$ cat src/rtl/ram_burst_reader_pkg.sv
// ram_burst_reader_pkg
// Shared definitions for the RAM_32 burst read initiator.
//   state_t           : IDLE / RUN / DRAIN burst sequencer states
//   WORD_BYTES        : byte stride between consecutive 32-bit words
//   DEFAULT_BASE_ADDR : byte address of RAM word 0 in the data segment
package ram_burst_reader_pkg;

    typedef enum logic [1:0] {
        IDLE  = 2'd0,
        RUN   = 2'd1,
        DRAIN = 2'd2
    } state_t;

    localparam int          WORD_BYTES        = 4;
    localparam logic [31:0] DEFAULT_BASE_ADDR = 32'h1001_0000;

endpackage

$ cat src/rtl/ram_addr_window_check.sv
// ram_addr_window_check
// Combinational validation of a burst request against the RAM window.
// A request is accepted when the start address is word aligned, the word
// count is 1..MEMORY_DEPTH, the start lies at or above BASE_ADDR and the
// burst stays inside the window.
// Build option RAM_BURST_READER_WRAP_EN: the last-word bound is not checked
// because the reader wraps back to BASE_ADDR; only the first word has to
// fall inside the window.
// Ports:
//   start_addr  in  32     first byte address of the burst
//   word_count  in  CNT_W  number of words requested
//   ok          out 1      request is acceptable
module ram_addr_window_check
    import ram_burst_reader_pkg::*;
#(
    parameter int          MEMORY_DEPTH = 32,
    parameter logic [31:0] BASE_ADDR    = DEFAULT_BASE_ADDR,
    parameter int          CNT_W        = $clog2(MEMORY_DEPTH) + 1
) (
    input  logic [31:0]      start_addr,
    input  logic [CNT_W-1:0] word_count,
    output logic             ok
);

    localparam logic [CNT_W-1:0] DEPTH_CNT  = CNT_W'(MEMORY_DEPTH);
    // One past the last byte of the window, kept in 33 bits so a window that
    // ends at 2^32 still compares correctly.
    localparam logic [32:0]      WINDOW_END = {1'b0, BASE_ADDR} + 33'(WORD_BYTES * MEMORY_DEPTH);

    logic aligned;
    logic count_ok;
    logic lower_ok;
    logic upper_ok;
`ifndef RAM_BURST_READER_WRAP_EN
    logic [32:0] last_addr;
`endif

    always_comb begin
        aligned  = (start_addr[1:0] == 2'b00);
        count_ok = (word_count != '0) && (word_count <= DEPTH_CNT);
        lower_ok = (start_addr >= BASE_ADDR);
`ifdef RAM_BURST_READER_WRAP_EN
        upper_ok = ({1'b0, start_addr} < WINDOW_END);
`else
        // Address of the final word; a zero count is already rejected, so the
        // underflow of (count - 1) is harmless here.
        last_addr = {1'b0, start_addr} + ((33'(word_count) - 33'd1) << 2);
        upper_ok  = (last_addr < WINDOW_END);
`endif
        ok = aligned && count_ok && lower_ok && upper_ok;
    end

endmodule

$ cat src/rtl/ram_burst_reader.sv
// ram_burst_reader
// Read-side initiator for RAM_32: walks a contiguous range of words starting
// at a byte address and streams them over a valid/ready interface.
// Build option RAM_BURST_READER_WRAP_EN: address wraps from the last RAM word
// back to BASE_ADDR instead of rejecting overflowing ranges.
// Ports:
//   clk, rst_n        clock, synchronous active-low reset
//   start_i           request pulse (sampled only in IDLE)
//   start_addr_i      first byte address
//   word_count_i      number of words, 1..MEMORY_DEPTH
//   busy_o            high while a burst is in RUN or DRAIN
//   done_o            one-cycle pulse after the last word is accepted
//   err_o             one-cycle pulse after a rejected request
//   ram_addr_o        byte address to RAM_32.Address_i (registered)
//   ram_write_en_o    RAM_32.Write_en, tied low
//   ram_read_data_i   RAM_32.Read_Data (combinational read)
//   data_o, valid_o   streamed word and its valid
//   ready_i           consumer ready
module ram_burst_reader
    import ram_burst_reader_pkg::*;
#(
    parameter int          DATA_WIDTH   = 32,
    parameter int          MEMORY_DEPTH = 32,
    parameter logic [31:0] BASE_ADDR    = DEFAULT_BASE_ADDR,
    parameter int          CNT_W        = $clog2(MEMORY_DEPTH) + 1
) (
    input  logic                  clk,
    input  logic                  rst_n,
    input  logic                  start_i,
    input  logic [31:0]           start_addr_i,
    input  logic [CNT_W-1:0]      word_count_i,
    output logic                  busy_o,
    output logic                  done_o,
    output logic                  err_o,
    output logic [31:0]           ram_addr_o,
    output logic                  ram_write_en_o,
    input  logic [DATA_WIDTH-1:0] ram_read_data_i,
    output logic [DATA_WIDTH-1:0] data_o,
    output logic                  valid_o,
    input  logic                  ready_i
);

`ifdef RAM_BURST_READER_WRAP_EN
    localparam logic [31:0] LAST_WORD_ADDR = BASE_ADDR + 32'(WORD_BYTES * (MEMORY_DEPTH - 1));
`endif

    state_t                state;
    state_t                state_next;
    logic [31:0]           addr;
    logic [31:0]           addr_inc;
    logic [CNT_W-1:0]      remaining;
    logic [DATA_WIDTH-1:0] data;
    logic                  valid;
    logic                  done;
    logic                  err;

    logic                  req_ok;
    logic                  slot_free;
    logic                  load;
    logic                  reject;
    logic                  advance;
    logic                  accept_last;

    ram_addr_window_check #(
        .MEMORY_DEPTH (MEMORY_DEPTH),
        .BASE_ADDR    (BASE_ADDR),
        .CNT_W        (CNT_W)
    ) u_window_check (
        .start_addr (start_addr_i),
        .word_count (word_count_i),
        .ok         (req_ok)
    );

    // State register
    always_ff @(posedge clk) begin
        if (!rst_n) begin
            state <= IDLE;
        end else begin
            state <= state_next;
        end
    end

    // Next-state logic
    always_comb begin
        state_next = state;
        case (state)
            IDLE:    if (start_i && req_ok)          state_next = RUN;
            RUN:     if (slot_free && remaining == CNT_W'(1)) state_next = DRAIN;
            DRAIN:   if (valid && ready_i)           state_next = IDLE;
            default:                                 state_next = IDLE;
        endcase
    end

    // Output and control strobes
    always_comb begin
        // The output slot can take a new word when empty or being drained
        // this cycle; ready_i only feeds registered state through this.
        slot_free      = !valid || ready_i;
        load           = (state == IDLE) && start_i && req_ok;
        reject         = (state == IDLE) && start_i && !req_ok;
        advance        = (state == RUN) && slot_free;
        accept_last    = (state == DRAIN) && valid && ready_i;
        busy_o         = (state != IDLE);
        ram_write_en_o = 1'b0;
`ifdef RAM_BURST_READER_WRAP_EN
        addr_inc = (addr == LAST_WORD_ADDR) ? BASE_ADDR : addr + 32'(WORD_BYTES);
`else
        addr_inc = addr + 32'(WORD_BYTES);
`endif
    end

    // Address, count and output word registers
    always_ff @(posedge clk) begin
        if (!rst_n) begin
            addr      <= BASE_ADDR;
            remaining <= '0;
            data      <= '0;
            valid     <= 1'b0;
            done      <= 1'b0;
            err       <= 1'b0;
        end else begin
            done <= accept_last;
            err  <= reject;
            if (load) begin
                addr      <= start_addr_i;
                remaining <= word_count_i;
            end else if (advance) begin
                data      <= ram_read_data_i;
                valid     <= 1'b1;
                addr      <= addr_inc;
                remaining <= remaining - CNT_W'(1);
            end else if (accept_last) begin
                valid <= 1'b0;
            end
        end
    end

    assign ram_addr_o = addr;
    assign data_o     = data;
    assign valid_o    = valid;
    assign done_o     = done;
    assign err_o      = err;

endmodule

$ cat config.mk
export PLATFORM = sky130hd
export DESIGN_NAME = ram_burst_reader
export DESIGN_NICKNAME = d
export VERILOG_FILES = /design/src/rtl/ram_burst_reader_pkg.sv /design/src/rtl/ram_addr_window_check.sv /design/src/rtl/ram_burst_reader.sv
export SDC_FILE = /design/constraint.sdc
export NUM_CORES = 1
export LEC_CHECK = 0
export BUFFER_PORTS_ARGS = -buffer_cell sky130_fd_sc_hd__buf_2
export CAP_MARGIN = 20
export CORE_UTILIZATION = 56
export CTS_BUF_LIST = sky130_fd_sc_hd__clkbuf_4
export DETAILED_ROUTE_END_ITERATION = 16
export GPL_TIMING_DRIVEN = 0
export HOLD_SLACK_MARGIN = 0.15
export MAX_ROUTING_LAYER = met4
export PLACE_DENSITY_LB_ADDON = 0.15
export SETUP_SLACK_MARGIN = 0.05
export SKIP_CTS_REPAIR_TIMING = 1
export SLEW_MARGIN = 40
export SYNTH_ARGS = -nofsm -noshare
export SYNTH_HDL_FRONTEND = slang
export SYNTH_HIERARCHICAL = 1
export SYNTH_SLANG_ARGS = --single-unit
$ cat constraint.sdc
create_clock -name clk -period 8.5 [get_ports clk]
set_input_delay 0.85 -clock clk [delete_from_list [all_inputs] [get_ports clk]]
set_output_delay 0.85 -clock clk [all_outputs]
set_load 0.05 [all_outputs]
# ---- Yosys cells after proc, flatten, opt, wreduce, memory -nomap -nowiden
# Index checks and enable logic that the tools add are counted.
dict set report op_classes {
  mux 10
  reduce_logical 25
  addsub 4
  order_cmp 3
  n_eq_ne 6
  n_bitwise 1
}
# operator n
set ops {}
lappend ops {{$mux 32} 2}
lappend ops {{$add 32x33->33} 1}
lappend ops {{$lt 33x29->1 const B} 1}
lappend ops {{$add 32x3->32 const B} 1}
lappend ops {{$ge 32x29->1 const B} 1}
lappend ops {{$logic_and 1x1->1} 13}
lappend ops {{$mux 6} 2}
lappend ops {{$sub 6x1->7 const B} 1}
lappend ops {{$eq 6x1->1 const B} 1}
lappend ops {{$le 6x6->1 const B} 1}
lappend ops {{$mux 2} 3}
lappend ops {{$ne 2x2->1 const B} 3}
lappend ops {{$pmux 2 s3} 1}
lappend ops {{$reduce_bool 2->1} 3}
lappend ops {{$reduce_bool 6->1} 1}
lappend ops {{$sub 6x1->6 const B} 1}
lappend ops {{$logic_not 2->1} 2}
lappend ops {{$reduce_and 2->1} 2}
lappend ops {{$reduce_and 3->1} 1}
lappend ops {{$eq 2x1->1 const B} 1}
lappend ops {{$eq 2x2->1 const B} 1}
lappend ops {{$logic_not 1->1} 2}
lappend ops {{$mux 1} 2}
lappend ops {{$logic_or 1x1->1} 1}
lappend ops {{$not 1->1} 1}
dict set report totals {
  word_cells 56
  output_inout_bits 69
  inputBits 74
  ff_bits 75
}

# ---- Logic depth before layout (Yosys ltp)
# Gate-level depths: netlist (run 1).
dict set report logic_depth {
  ltp_word 8
  ltp_mapped 21
  mapped_depth_nobuf 20
}

# ---- Modules after synthesis
# The synthesis (run 1) kept the hierarchy.
# module instances seq_area_each_um2 area_per_inst_um2 cells_per_inst
set by_module_without_submodules {}
lappend by_module_without_submodules {ram_burst_reader 1 1501.4 3470.8 445}
lappend by_module_without_submodules {ram_addr_window_check 1 0.0 1808.0 263}

# ---- Worst setup path before layout (run 1)
# Ideal clock, no wire load.
dict set report synth_path {
  path_kind {input-to-reg}
  startpoint {input word_count_i[3]}
  endpoint {register addr[15] (netlist: ram_addr_o[15])}
  setup_ns 0.058
  setup_slack_ns 3.003
  t_required_ns 8.442
  arrival_time_ns 5.439
  path_buffers 2
  path_stages 18
  cell_sequence {nor3_1 and3b_1 ha_1 and3_2 a22o_4 a221o_1 a311oi_2 xnor2_1 nor4_1 nand4_1 or3_1 a2111oi_2 nor4bb_1 clkbuf_1 clkbuf_1 nand2_1 o41ai_1 o21a_1}
}
dict set report synth_between {
  elab_chain_cells 7
  word_cells_on_any_way 12
  classes_between {add/sub: 2; order compare: 2; mux: 1; reduce/logical: 7}
}
# item line_no
set synth_rtl {}
lappend synth_rtl {{start: declaration} ram_burst_reader.sv:31} ;# input logic [CNT_W-1:0] word_count_i,
lappend synth_rtl {{parallel branches: the longest is 4 deep, another holds $add 32x33->33} -}
lappend synth_rtl {{$logic_and 1x1->1 *} ram_addr_window_check.sv:50} ;# ok = aligned && count_ok && lower_ok && upper_ok;
lappend synth_rtl {{via req_ok} ram_burst_reader.sv:57} ;# logic req_ok;
lappend synth_rtl {{$logic_and 1x1->1 *} ram_burst_reader.sv:99} ;# load = (state == IDLE) && start_i && req_ok;
lappend synth_rtl {{$mux 32 / $reduce_bool 2->1 (equally long branches)} -}
lappend synth_rtl {{end signal: assignment} ram_burst_reader.sv:125} ;# addr <= start_addr_i;
lappend synth_rtl {{end signal: assignment} ram_burst_reader.sv:130} ;# addr <= addr_inc;
lappend synth_rtl {{end: declaration} ram_burst_reader.sv:49} ;# logic [31:0] addr;
# Mark *: on every way through the listed nets, which the timed path passes.
# A chain may end at the register's enable or synchronous reset.

# ---- Final worst setup path (run 1)
dict set report layout_path {
  startpoint {input word_count_i[3]}
  endpoint {register addr[23] (netlist: ram_addr_o[23])}
}
# The elaborated chain is that of the path after synthesis.

==> metrics.md, run 1 <==
| Metric | Value |
|---|---|
| Result of the run | `complete, no violations` |
| Total clock buffers created by CTS | `9` |
| Die outline height | `99.1 um` |
| Number of cells traversed by the worst hold path | `2` |
| Pwr dens | `roughly 120 mW/mm2` |
| Yosys warning total | `6` |
| Post-Syn Area per Cell | `around 7.5 um2` |
| FF+latch count, synth | `75` |
| RSZ-0062 raised after global routing | `no` |
| Total length of routed wires | `17,000 um` |
| Critical Path Source Type | `input pin` |
| Reg2Reg Depth | `6` |
| Net total in the final layout | `approximately 970` |
| DRC Markers | `0` |
| Crit path largest cell delay | `about 0.76 ns` |
| Standby leakage power | `roughly 0.0027 uW` |
| Arrival time at the worst endpoint | `around 7.1 ns` |
| Maximum capacitance violations | `0` |
| Max Freq | `148 MHz` |
| Sequence of cells on the critical path | `buf_2, nor3_1, and3b_2, ha_1, and3_2, and3_2, a211oi_2, nor2_1, xnor2_1, nand4_1, o41ai_1, nand4_1, or3_1, a2111oi_2, nor4bb_1, clkbuf_1, clkbuf_1, a21oi_1, a21oi_1` |
| Hold slack | `roughly 0.46 ns` |
| Floorplan row count | `35` |
| Count of endpoints failing hold in the final timing report | `0` |
| Number of levels in the clock H-tree | `3` |
| Worst R2R Setup Slack | `6.07 ns` |
| End point of the worst hold path | `data_o[27]` |
| Syn Nets | `between 800 and 900` |
| Worst Tran Pin Value | `0.768 ns` |
| Final critical path time including I/O delays and setup | `approximately 6.8 ns` |
| Post-DR vias/cell | `~6.2` |
| Effective utilization at floorplan | `0.574` |
| Switching power as a share of total power | `0.317` |
| Total congestion overflow after global routing | `0` |
| # fillers | `around 830` |
| Vias in the first global route | `5,358` |
| Area inside the core boundary | `between 0.009 and 0.01 mm2` |
| Highest ir drop seen on vdd | `88.1 uV` |
| Share of the cycle needed by the critical path after routing | `0.794` |
| Portion of total power attributed to the clock network | `0.341` |
| Clock transition at the registers of the reported paths | `approximately 0.16 ns` |
| Die boundary width | `99.1 um` |
| CP Data Required Time | `approximately 8.9 ns` |
| Number of detailed-route iterations in the first pass | `5` |
| Post-Synthesis Cell Area | `0.00528 mm2` |
| Hold_sp | `data_o[27]` |
| Hold/Removal Path Class | `flop to flop` |
| CTS root buf | `clkbuf_4` |
| Slew margin rel. | `0.488` |
| Share of synthesized flip-flops with an asynchronous set or reset | `0` |
| Main flop type after synthesis | `dfxtp_1` |
| Synth cell types | `between 70 and 80` |
| Vias after detailed routing | `approximately 6,000` |
| Slowest stage cell, crit path | `o41ai_1` |
| Clock tree from TritonCTS | `yes` |
| Seq/Total Area, Yosys | `0.284` |
| Post-synthesis cell count | `~700` |
| Antenna violations before repair | `1` |
| Area growth syn-to-layout | `18.9%` |
| Maximum number of pins on one net before global-route repair | `27` |
| Critical path peak fanout | `26` |
| DIE AREA | `around 0.0098 mm2` |
| Number of DRC violations after detailed-routing iteration 0 | `between 500 and 600` |
| Reg-to-reg startpoint | `state[1]` |
| Average wire per standard cell | `17.4 um` |
| Switching power | `about 230 uW` |
| Input/output buffers | `approximately 140` |
| Fraction of power consumed by combinational cells | `0.167` |
| Setup-failing EPs final | `0` |
| CTS Buffer Depth | `2` |
| Total routing usage reported by global routing | `0.351` |
| Residual antenna-violating net count after detailed routing | `0` |
| Later-pin clock latency in the skew report | `0.45 ns` |
| Clock sink count | `75` |
| Fraction of layout instances using a drive strength above 1 | `0.212` |
| Number of synthesized flops with an enable pin | `0` |
| Setup TNS after final layout | `0 ns` |
| First-pass GRT wire length | `around 26,000 um` |
| Critical path class | `input pin to flop` |
| Number of placed I/O pins | `roughly 140` |
| Final estimated routing congestion in global placement | `about 0.87` |
| Slew Viols, Final | `0` |
| Internal power summed over all cells | `roughly 500 uW` |
| Clock skew after layout | `0.0191 ns` |
| Worst reg2reg endpoint | `ram_addr_o[11]` |
| Post-detail-place hpwl | `around 13,000 um` |
| Seq pwr share | `0.492` |
| Kind of end point of the critical path | `flop` |
power by group through the flow:
stage | Clock, uW | Sequential (uW) | Combinational [uW]
6_report | 247 | 356 | 121
5_1_grt | 266 | 357 | 131
4_1_cts | 250 | 356 | 119
3_5_place_dp | 0 | 364 | 118
3_3_place_gp | 0 | 363 | 115
2_1_floorplan | 0 | 370 | 66.7
worst max-delay path: cells and delay by family:
kind	cells	cell delay, ns
adders and majority gates	1	0.40
and+or+nand+nor	9	2.71
xor gates and xnor gates	1	0.22
buffers and inverters	3	1.06
AOI/OAI and AO/OA	5	1.89
metrics by stage:
step | power, uW | worst slack (ns) | cells | utilization | area (um2)
6_report | 724 | 1.75 | 977 | 0.683 | 6280
5_1_grt | 754 | 1.20 | 977 | 0.683 | 6280
4_1_cts | 724 | 1.84 | 976 | 0.682 | 6270
3_5_place_dp | 482 | 1.40 | 960 | 0.666 | 6120
3_3_place_gp | 478 | 1.19 | 960 | 0.666 | 6120
2_1_floorplan | 436 | 3.00 | 708 | - | 5280
cells in the mapped netlist (5+ instances only):
master,number,area share
nand2_1,128,0.091
a21oi_1,98,0.093
dfxtp_1,75,0.28
nor2_1,39,0.028
o21ai_0,36,0.034
ha_1,34,0.081
clkbuf_1,27,0.019
inv_1,20,0.014
xnor2_1,19,0.032
nor3_1,17,0.016
nand3_1,14,0.013
nand4_1,13,0.015
nor4_1,13,0.015
and3_1,12,0.014
a21o_1,11,0.016
o211ai_1,9,0.013
a221oi_1,8,0.013
o21a_1,7,0.010
o31a_1,7,0.012
or3_1,7,0.0083
nor2b_1,6,0.0071
a211oi_1,5,0.0071
a31oi_1,5,0.0059
and2_1,5,0.0059
metal layers:
| metal | track usage | routed length [um] | part of all wire | vias to the layer above |
|---|---|---|---|---|
| met5 | - | 0 | 0 | - |
| met4 | 0.106 | 351 | 0.021 | 0 |
| met3 | 0.0689 | 1510 | 0.089 | 32 |
| met2 | 0.561 | 7750 | 0.46 | 312 |
| met1 | 0.449 | 7380 | 0.43 | 2776 |
| li1 | - | - | - | 2921 |
worst max path at each step:
stage,depth (start not counted),from,slack [ns],to
3_5_place_dp,19,word_count_i[3],1.40,ram_addr_o[23]
6_report,19,word_count_i[3],1.75,ram_addr_o[23]
5_1_grt,20,word_count_i[3],1.20,ram_addr_o[23]
4_1_cts,19,word_count_i[3],1.84,ram_addr_o[23]
2_1_floorplan,18,word_count_i[3],3.00,ram_addr_o[15]
3_3_place_gp,19,word_count_i[3],1.19,ram_addr_o[11]
final cells by class:
cell class,count,area [um2],share of cell area
Clock inverter,7,82.6,0.0132
Sequential cell,75,1500,0.239
Tap cell,111,139,0.0221
Clock buffer,9,67.6,0.0108
Inverter,20,75.1,0.0120
Timing Repair Buffer,141,706,0.112
Buffer,35,141,0.0225
Antenna cell,1,2.50,0.000399
Multi-Input combinational cell,578,3560,0.567
state kept, by name (all words and copies together), names as in the netlist:
signal,flops
data_o,32
done_o,1
err_o,1
ram_addr_o,32
remaining,6
state,2
valid_o,1
kinds of logic (layout without fill, tap and decap cells):
kind of cell / Yosys count / after routing / synth area share
other: 1 / 2 / 0.000710
XOR/XNOR: 22 / 22 / 0.0365
buffers and inverters: 55 / 212 / 0.0410
adder cells (fa/ha/maj): 34 / 34 / 0.0806
flip-flops: 75 / 75 / 0.284
AO/OA/AOI/OAI: 228 / 228 / 0.275
AND/OR/NAND/NOR: 286 / 286 / 0.267
multiplexers: 7 / 7 / 0.0142
cell usage in the layout, fill, tap and decap left out, types with 11 or more instances in the layout:
cell type / Yosys / final
and3_1: 12 / 12
nor4_1: 13 / 13
xnor2_1: 19 / 19
nand2_1: 128 / 128
a21oi_1: 98 / 98
a21o_1: 11 / 11
nor3_1: 17 / 17
nand3_1: 14 / 14
nand4_1: 13 / 13
nor2_1: 39 / 39
ha_1: 34 / 34
dfxtp_1: 75 / 75
o21ai_0: 36 / 36
buf_2: 2 / 143
inv_1: 20 / 20
clkbuf_1: 27 / 27
No activity file was read; power rests on OpenSTA's default activity.
==> run 2: changes to the inputs <==
Settings changed: CORE_UTILIZATION 56 to 55.
Clock period 8.5 ns to 6.7 ns, I/O delays scaled along.
==> run 2 against run 1 <==
Against the previous run: first-iteration DRC count down 9.0%; combinational power up 27%; routed wire length decreased by 1.1%; register-to-register slack lost 1.7 ns; sequential cell count unchanged; count of clock-buffer cells in the layout rose by 1; core utilization fell by 0.36 points; power is 23% higher; critical path depth rose by 2; largest cell class unchanged; highest routed layer unchanged.
==> metrics.md, run 2 (synthesized netlist as in run 1, its figures left out) <==
| Metric | Value |
|---|---|
| Total length of routed wires | `16,800 um` |
| Seq pwr share | `0.507` |
| Maximum capacitance violations | `0` |
| Count of endpoints failing hold in the final timing report | `0` |
| Fraction of power consumed by combinational cells | `0.173` |
| Switching power as a share of total power | `0.299` |
| Inst Count DP | `978` |
| Antenna violations before repair | `0` |
| # fillers | `867` |
| Clock sink count | `75` |
| Clock skew after layout | `roughly 0.017 ns` |
| Critical path class | `input pin to flop` |
| Fraction of layout instances using a drive strength above 1 | `0.215` |
| Total clock buffers created by CTS | `9` |
| Later-pin clock latency in the skew report | `approximately 0.44 ns` |
| Effective utilization at floorplan | `0.569` |
| Final estimated routing congestion in global placement | `~0.93` |
| Critical path peak fanout | `26` |
| Hold/Removal Path Class | `input pin to flop` |
| Highest ir drop seen on vdd | `~110 uV` |
| First-pass GRT wire length | `about 27,000 um` |
| Hold_sp | `ram_read_data_i[28]` |
| Pwr dens | `around 140 mW/mm2` |
| Die outline height | `100 um` |
| Antenna diodes | `0` |
| RSZ-0062 raised after global routing | `no` |
| Non-filler cells in the finished layout | `approximately 990` |
| Total routing usage reported by global routing | `0.348` |
| Number of DRC violations after detailed-routing iteration 0 | `465` |
| Post-layout utilization of the core | `0.679` |
| Number of levels in the clock H-tree | `3` |
| Post-place instance area | `0.00615 mm2` |
| Slowest stage cell, crit path | `o41ai_2` |
| Area inside the core boundary | `between 0.009 and 0.01 mm2` |
| Total congestion overflow after global routing | `0` |
| Result of the run | `complete, no violations` |
| Post-route cell area | `between 0.006 and 0.007 mm2` |
| Number of placed I/O pins | `between 100 and 150` |
| Number of detailed-route iterations in the first pass | `6` |
| Most used cells in the layout excluding fill and tap cells | `143 x buf_2, 128 x nand2_1, 97 x a21oi_1, 75 x dfxtp_1, 39 x nor2_1` |
| Net total in the final layout | `968` |
| Clock tree from TritonCTS | `yes` |
| Max Freq | `around 160 MHz` |
| Worst Tran Pin Value | `0.706 ns` |
| Hold slack | `between 0.4 and 0.5 ns` |
| Setup-failing EPs final | `0` |
| DIE AREA | `~0.010 mm2` |
| Die boundary width | `between 90 and 100 um` |
| CTS Buffer Depth | `2` |
| Setup TNS after final layout | `0 ns` |
| Input/output buffers | `between 100 and 150` |
| Slew margin rel. | `0.529` |
| Arrival time at the worst endpoint | `about 6.7 ns` |
| CP Data Required Time | `roughly 7.1 ns` |
| Share of the cycle needed by the critical path after routing | `0.936` |
| Area growth syn-to-layout | `19.4%` |
| DRC Markers | `0` |
| Post-DR vias/cell | `6.06` |
| Crit path largest cell delay | `~0.56 ns` |
| Most common cell after layout, fill and taps aside | `buf_2` |
| Clock transition at the registers of the reported paths | `roughly 0.12 ns` |
| Standby leakage power | `about 0.0027 uW` |
| Post-detail-place hpwl | `around 13,000 um` |
| Source of the critical timing path | `word_count_i[3]` |
| Vias after detailed routing | `between 6,000 and 7,000` |
| CTS root buf | `clkbuf_4` |
| Maximum number of pins on one net before global-route repair | `27` |
| Internal power summed over all cells | `between 600 and 700 uW` |
| Reg-to-reg startpoint | `state[0]` |
| Portion of total power attributed to the clock network | `0.320` |
| Vias in the first global route | `5,453` |
| Kind of end point of the critical path | `flop` |
| Slew Viols, Final | `0` |
| Critical Path Source Type | `input pin` |
| Sequence of cells on the critical path | `buf_2, nor3_1, and3b_4, ha_1, buf_2, a21oi_1, nand2_1, a211oi_2, nor2_1, xnor2_1, nand4_1, o41ai_2, nand4_1, or3_1, a2111oi_2, nor4bb_1, clkbuf_1, clkbuf_1, nand2_1, o41ai_1, o21a_1` |
| Floorplan row count | `35` |
| Residual antenna-violating net count after detailed routing | `0` |
| Final critical path time including I/O delays and setup | `between 6 and 7 ns` |
| Average wire per standard cell | `between 15 and 20 um` |
| Switching power | `roughly 270 uW` |
## run 2: cell types whose count changed in the layout (fill, tap and decap cells not counted), sizes merged
cell / delta
diode: -1
clkinv: +1
clkbuf: +1
clkinvlp: +2
inv: -4
## run 2: worst max-delay path, delay by kind of cell
family                   cells  cell delay (ns)
adder cells (fa/ha/maj)      1             0.31
AO/OA/AOI/OAI                6             1.92
buffers and inverters        4             1.20
AND/OR/NAND/NOR              9             2.31
XOR/XNOR                     1             0.22
## run 2: worst paths after layout
path	to	slack (ns)	cells past startpoint
worst max-delay path	ram_addr_o[15]	0.43	21
worst min-delay path	data_o[28]	0.46	3
worst max register to register	ram_addr_o[11]	4.33	6
worst min register to register	data_o[30]	0.46	2
## run 2: power by group through the flow
| stage | clock, uW | combinational [uW] | sequential [uW] |
|---|---|---|---|
| CTS | 286 | 150 | 451 |
| global route | 304 | 168 | 452 |
| floorplan | 0 | 84.6 | 469 |
| finish | 285 | 154 | 451 |
| global placement | 0 | 145 | 461 |
| detailed placement | 0 | 149 | 461 |
## run 2: layer usage
| metal | share of wire | global-route usage | vias up |
|---|---|---|---|
| met5 | 0 | - | - |
| met4 | 0.017 | 0.104 | 0 |
| met3 | 0.080 | 0.0571 | 28 |
| met2 | 0.44 | 0.518 | 302 |
| met1 | 0.46 | 0.485 | 2767 |
| li1 | - | - | 2931 |
## run 2: area by class of cell
cell class | instances | area (um2) | share of cell area
Buffer | 35 | 143 | 0.0226
Clock inverter | 6 | 66.3 | 0.0105
Sequential cell | 75 | 1500 | 0.238
Multi-Input combinational cell | 578 | 3580 | 0.567
Inverter | 20 | 75.1 | 0.0119
Clock buffer | 10 | 75.1 | 0.0119
Timing Repair Buffer | 141 | 706 | 0.112
Tap cell | 129 | 161 | 0.0256
## run 2: per-stage QoR
step                      total power, uW  setup slack, ns
final                                 890            0.430
after global routing                  924            0.171
after CTS                             888            0.304
after detailed placement              610          -0.0996
after global placement                606           -0.372
after floorplan                       554             1.38
==> run 3: changes to the inputs <==
Settings changed: MAX_ROUTING_LAYER met4 to default.
==> run 3 against run 2 <==
Against the previous run: clock skew rose by 0.0015 ns; via count about the same; sequential cell count stayed put; sequential power hardly changed; critical path type unchanged.
==> metrics.md, run 3 (synthesized netlist as in run 1, its figures left out) <==
| Metric | Value |
|---|---|
| Post-route total power | `approximately 920 uW` |
| Average wire per standard cell | `approximately 17 um` |
| Antenna violations before repair | `0` |
| Antenna diodes | `0` |
| Maximum capacitance violations | `0` |
| Total clock buffers created by CTS | `9` |
| Hold/Removal Path Class | `flop to flop` |
| Critical path class | `input pin to flop` |
| Setup-failing EPs final | `0` |
| Post-route cell area | `about 0.0063 mm2` |
| Post-place instance area | `roughly 0.0061 mm2` |
| Floorplan row count | `35` |
| Vias after detailed routing | `roughly 6,000` |
| Max Freq | `162 MHz` |
| Maximum number of pins on one net before global-route repair | `27` |
| Net total in the final layout | `approximately 970` |
| Area inside the core boundary | `0.00928 mm2` |
| Arrival time at the worst endpoint | `between 6 and 7 ns` |
| Most used cells in the layout excluding fill and tap cells | `143 x buf_2, 128 x nand2_1, 98 x a21oi_1, 75 x dfxtp_1, 39 x nor2_1` |
| Total congestion overflow after global routing | `0` |
| Slew margin rel. | `0.430` |
| Worst Tran Pin Value | `0.855 ns` |
| Vias in the first global route | `5,405` |
| Clock tree from TritonCTS | `yes` |
| CP Data Required Time | `approximately 7.1 ns` |
| Standby leakage power | `0.00269 uW` |
| Area growth syn-to-layout | `19.7%` |
| Pwr dens | `145 mW/mm2` |
| Number of detailed-route iterations in the first pass | `5` |
| Clock sink count | `75` |
| Kind of end point of the critical path | `flop` |
| Fraction of layout instances using a drive strength above 1 | `0.213` |
| Effective utilization at floorplan | `0.569` |
| Number of placed I/O pins | `around 140` |
| Number of levels in the clock H-tree | `3` |
| Final critical path time including I/O delays and setup | `slightly above 6 ns` |
| Most common cell after layout, fill and taps aside | `buf_2` |
| Residual antenna-violating net count after detailed routing | `0` |
| First-pass GRT wire length | `between 20,000 and 30,000 um` |
| Later-pin clock latency in the skew report | `approximately 0.44 ns` |
| Critical Path Source Type | `input pin` |
| DIE AREA | `approximately 0.01 mm2` |
| Post-detail-place hpwl | `12,800 um` |
| RSZ-0062 raised after global routing | `no` |
| Slew Viols, Final | `0` |
| Die boundary width | `between 90 and 100 um` |
| Highest ir drop seen on vdd | `between 100 and 150 uV` |
| Critical path peak fanout | `26` |
| Input/output buffers | `approximately 140` |
| Number of DRC violations after detailed-routing iteration 0 | `approximately 530` |
| Count of endpoints failing hold in the final timing report | `0` |
| Post-DR vias/cell | `between 6 and 7` |
| Final estimated routing congestion in global placement | `a little over 0.9` |
| Total routing usage reported by global routing | `0.335` |
| CTS root buf | `clkbuf_4` |
| # fillers | `~860` |
| Result of the run | `complete, no violations` |
| Die outline height | `about 100 um` |
| Total length of routed wires | `about 17,000 um` |
| Clock transition at the registers of the reported paths | `about 0.11 ns` |
| Clock skew after layout | `0.0187 ns` |
| Share of the cycle needed by the critical path after routing | `0.924` |
| CTS Buffer Depth | `2` |
| DRC Markers | `0` |
run 3: cell count changes in the layout (fill, tap and decap cells not counted), sizes merged:
cell      delta
clkinv       +1
clkbuf       -1
bufinv       +1
clkinvlp     -1
run 3: path summary, 6_finish.rpt:
check                  start             end  slack (ns)  cells after the start
min               data_o[26]      data_o[26]        0.46                      2
max          word_count_i[3]    remaining[4]        0.51                     19
max reg2reg         state[1]  ram_addr_o[11]        4.35                      6
min reg2reg       data_o[26]      data_o[26]        0.46                      2
run 3: layout make-up:
cell class | count | area (um2) | share of cell area
clock buffers | 9 | 67.6 | 0.0107
clock inverters | 7 | 92.6 | 0.0147
well taps | 129 | 161 | 0.0255
flip-flops and latches | 75 | 1500 | 0.238
plain buffers | 35 | 143 | 0.0226
inverters | 20 | 75.1 | 0.0119
multi-input cells | 578 | 3570 | 0.565
repair buffers | 141 | 706 | 0.112
run 3: critical path, cell delays in order:
cell and delay, ns:
buf_2 0.13, nor3_1 0.34, and3b_4 0.51, ha_1 0.37
and3_2 0.28, and3_2 0.23, a211oi_2 0.39, nor2_1 0.19
xnor2_1 0.20, nand4_1 0.14, o41ai_2 0.51, nand4_1 0.14
or3_1 0.44, a2111oi_2 0.48, nor4bb_1 0.29, clkbuf_1 0.36
clkbuf_1 0.52, a32oi_1 0.14, a21oi_1 0.19
run 3: stage by stage:
stage | hold slack [ns] | std cells | worst slack, ns | utilization | setup TNS (ns)
global route | 0.442 | 994 | 0.119 | 0.681 | 0
floorplan | 0.450 | 708 | 1.38 | - | 0
global placement | 0.438 | 978 | -0.405 | 0.662 | -12.61
detailed placement | 0.443 | 978 | -0.0929 | 0.662 | -1.34
finish | 0.459 | 994 | 0.511 | 0.681 | 0
CTS | 0.444 | 994 | 0.312 | 0.679 | 0
run 3: per-layer routing:
metal	vias to the layer above	share of wire	GRT usage
met5	-	0	0
met4	0	0.015	0.0814
met3	24	0.084	0.0717
met2	279	0.45	0.536
met1	2801	0.45	0.461
li1	2929	-	-
run 3: where the power goes:
part	internal, uW	leakage, uW	switching (uW)
registers	449	0.000604	2.82
logic	58.0	0.00200	95.6
clock network	150	0.0000796	163
total	656	0.00269	262
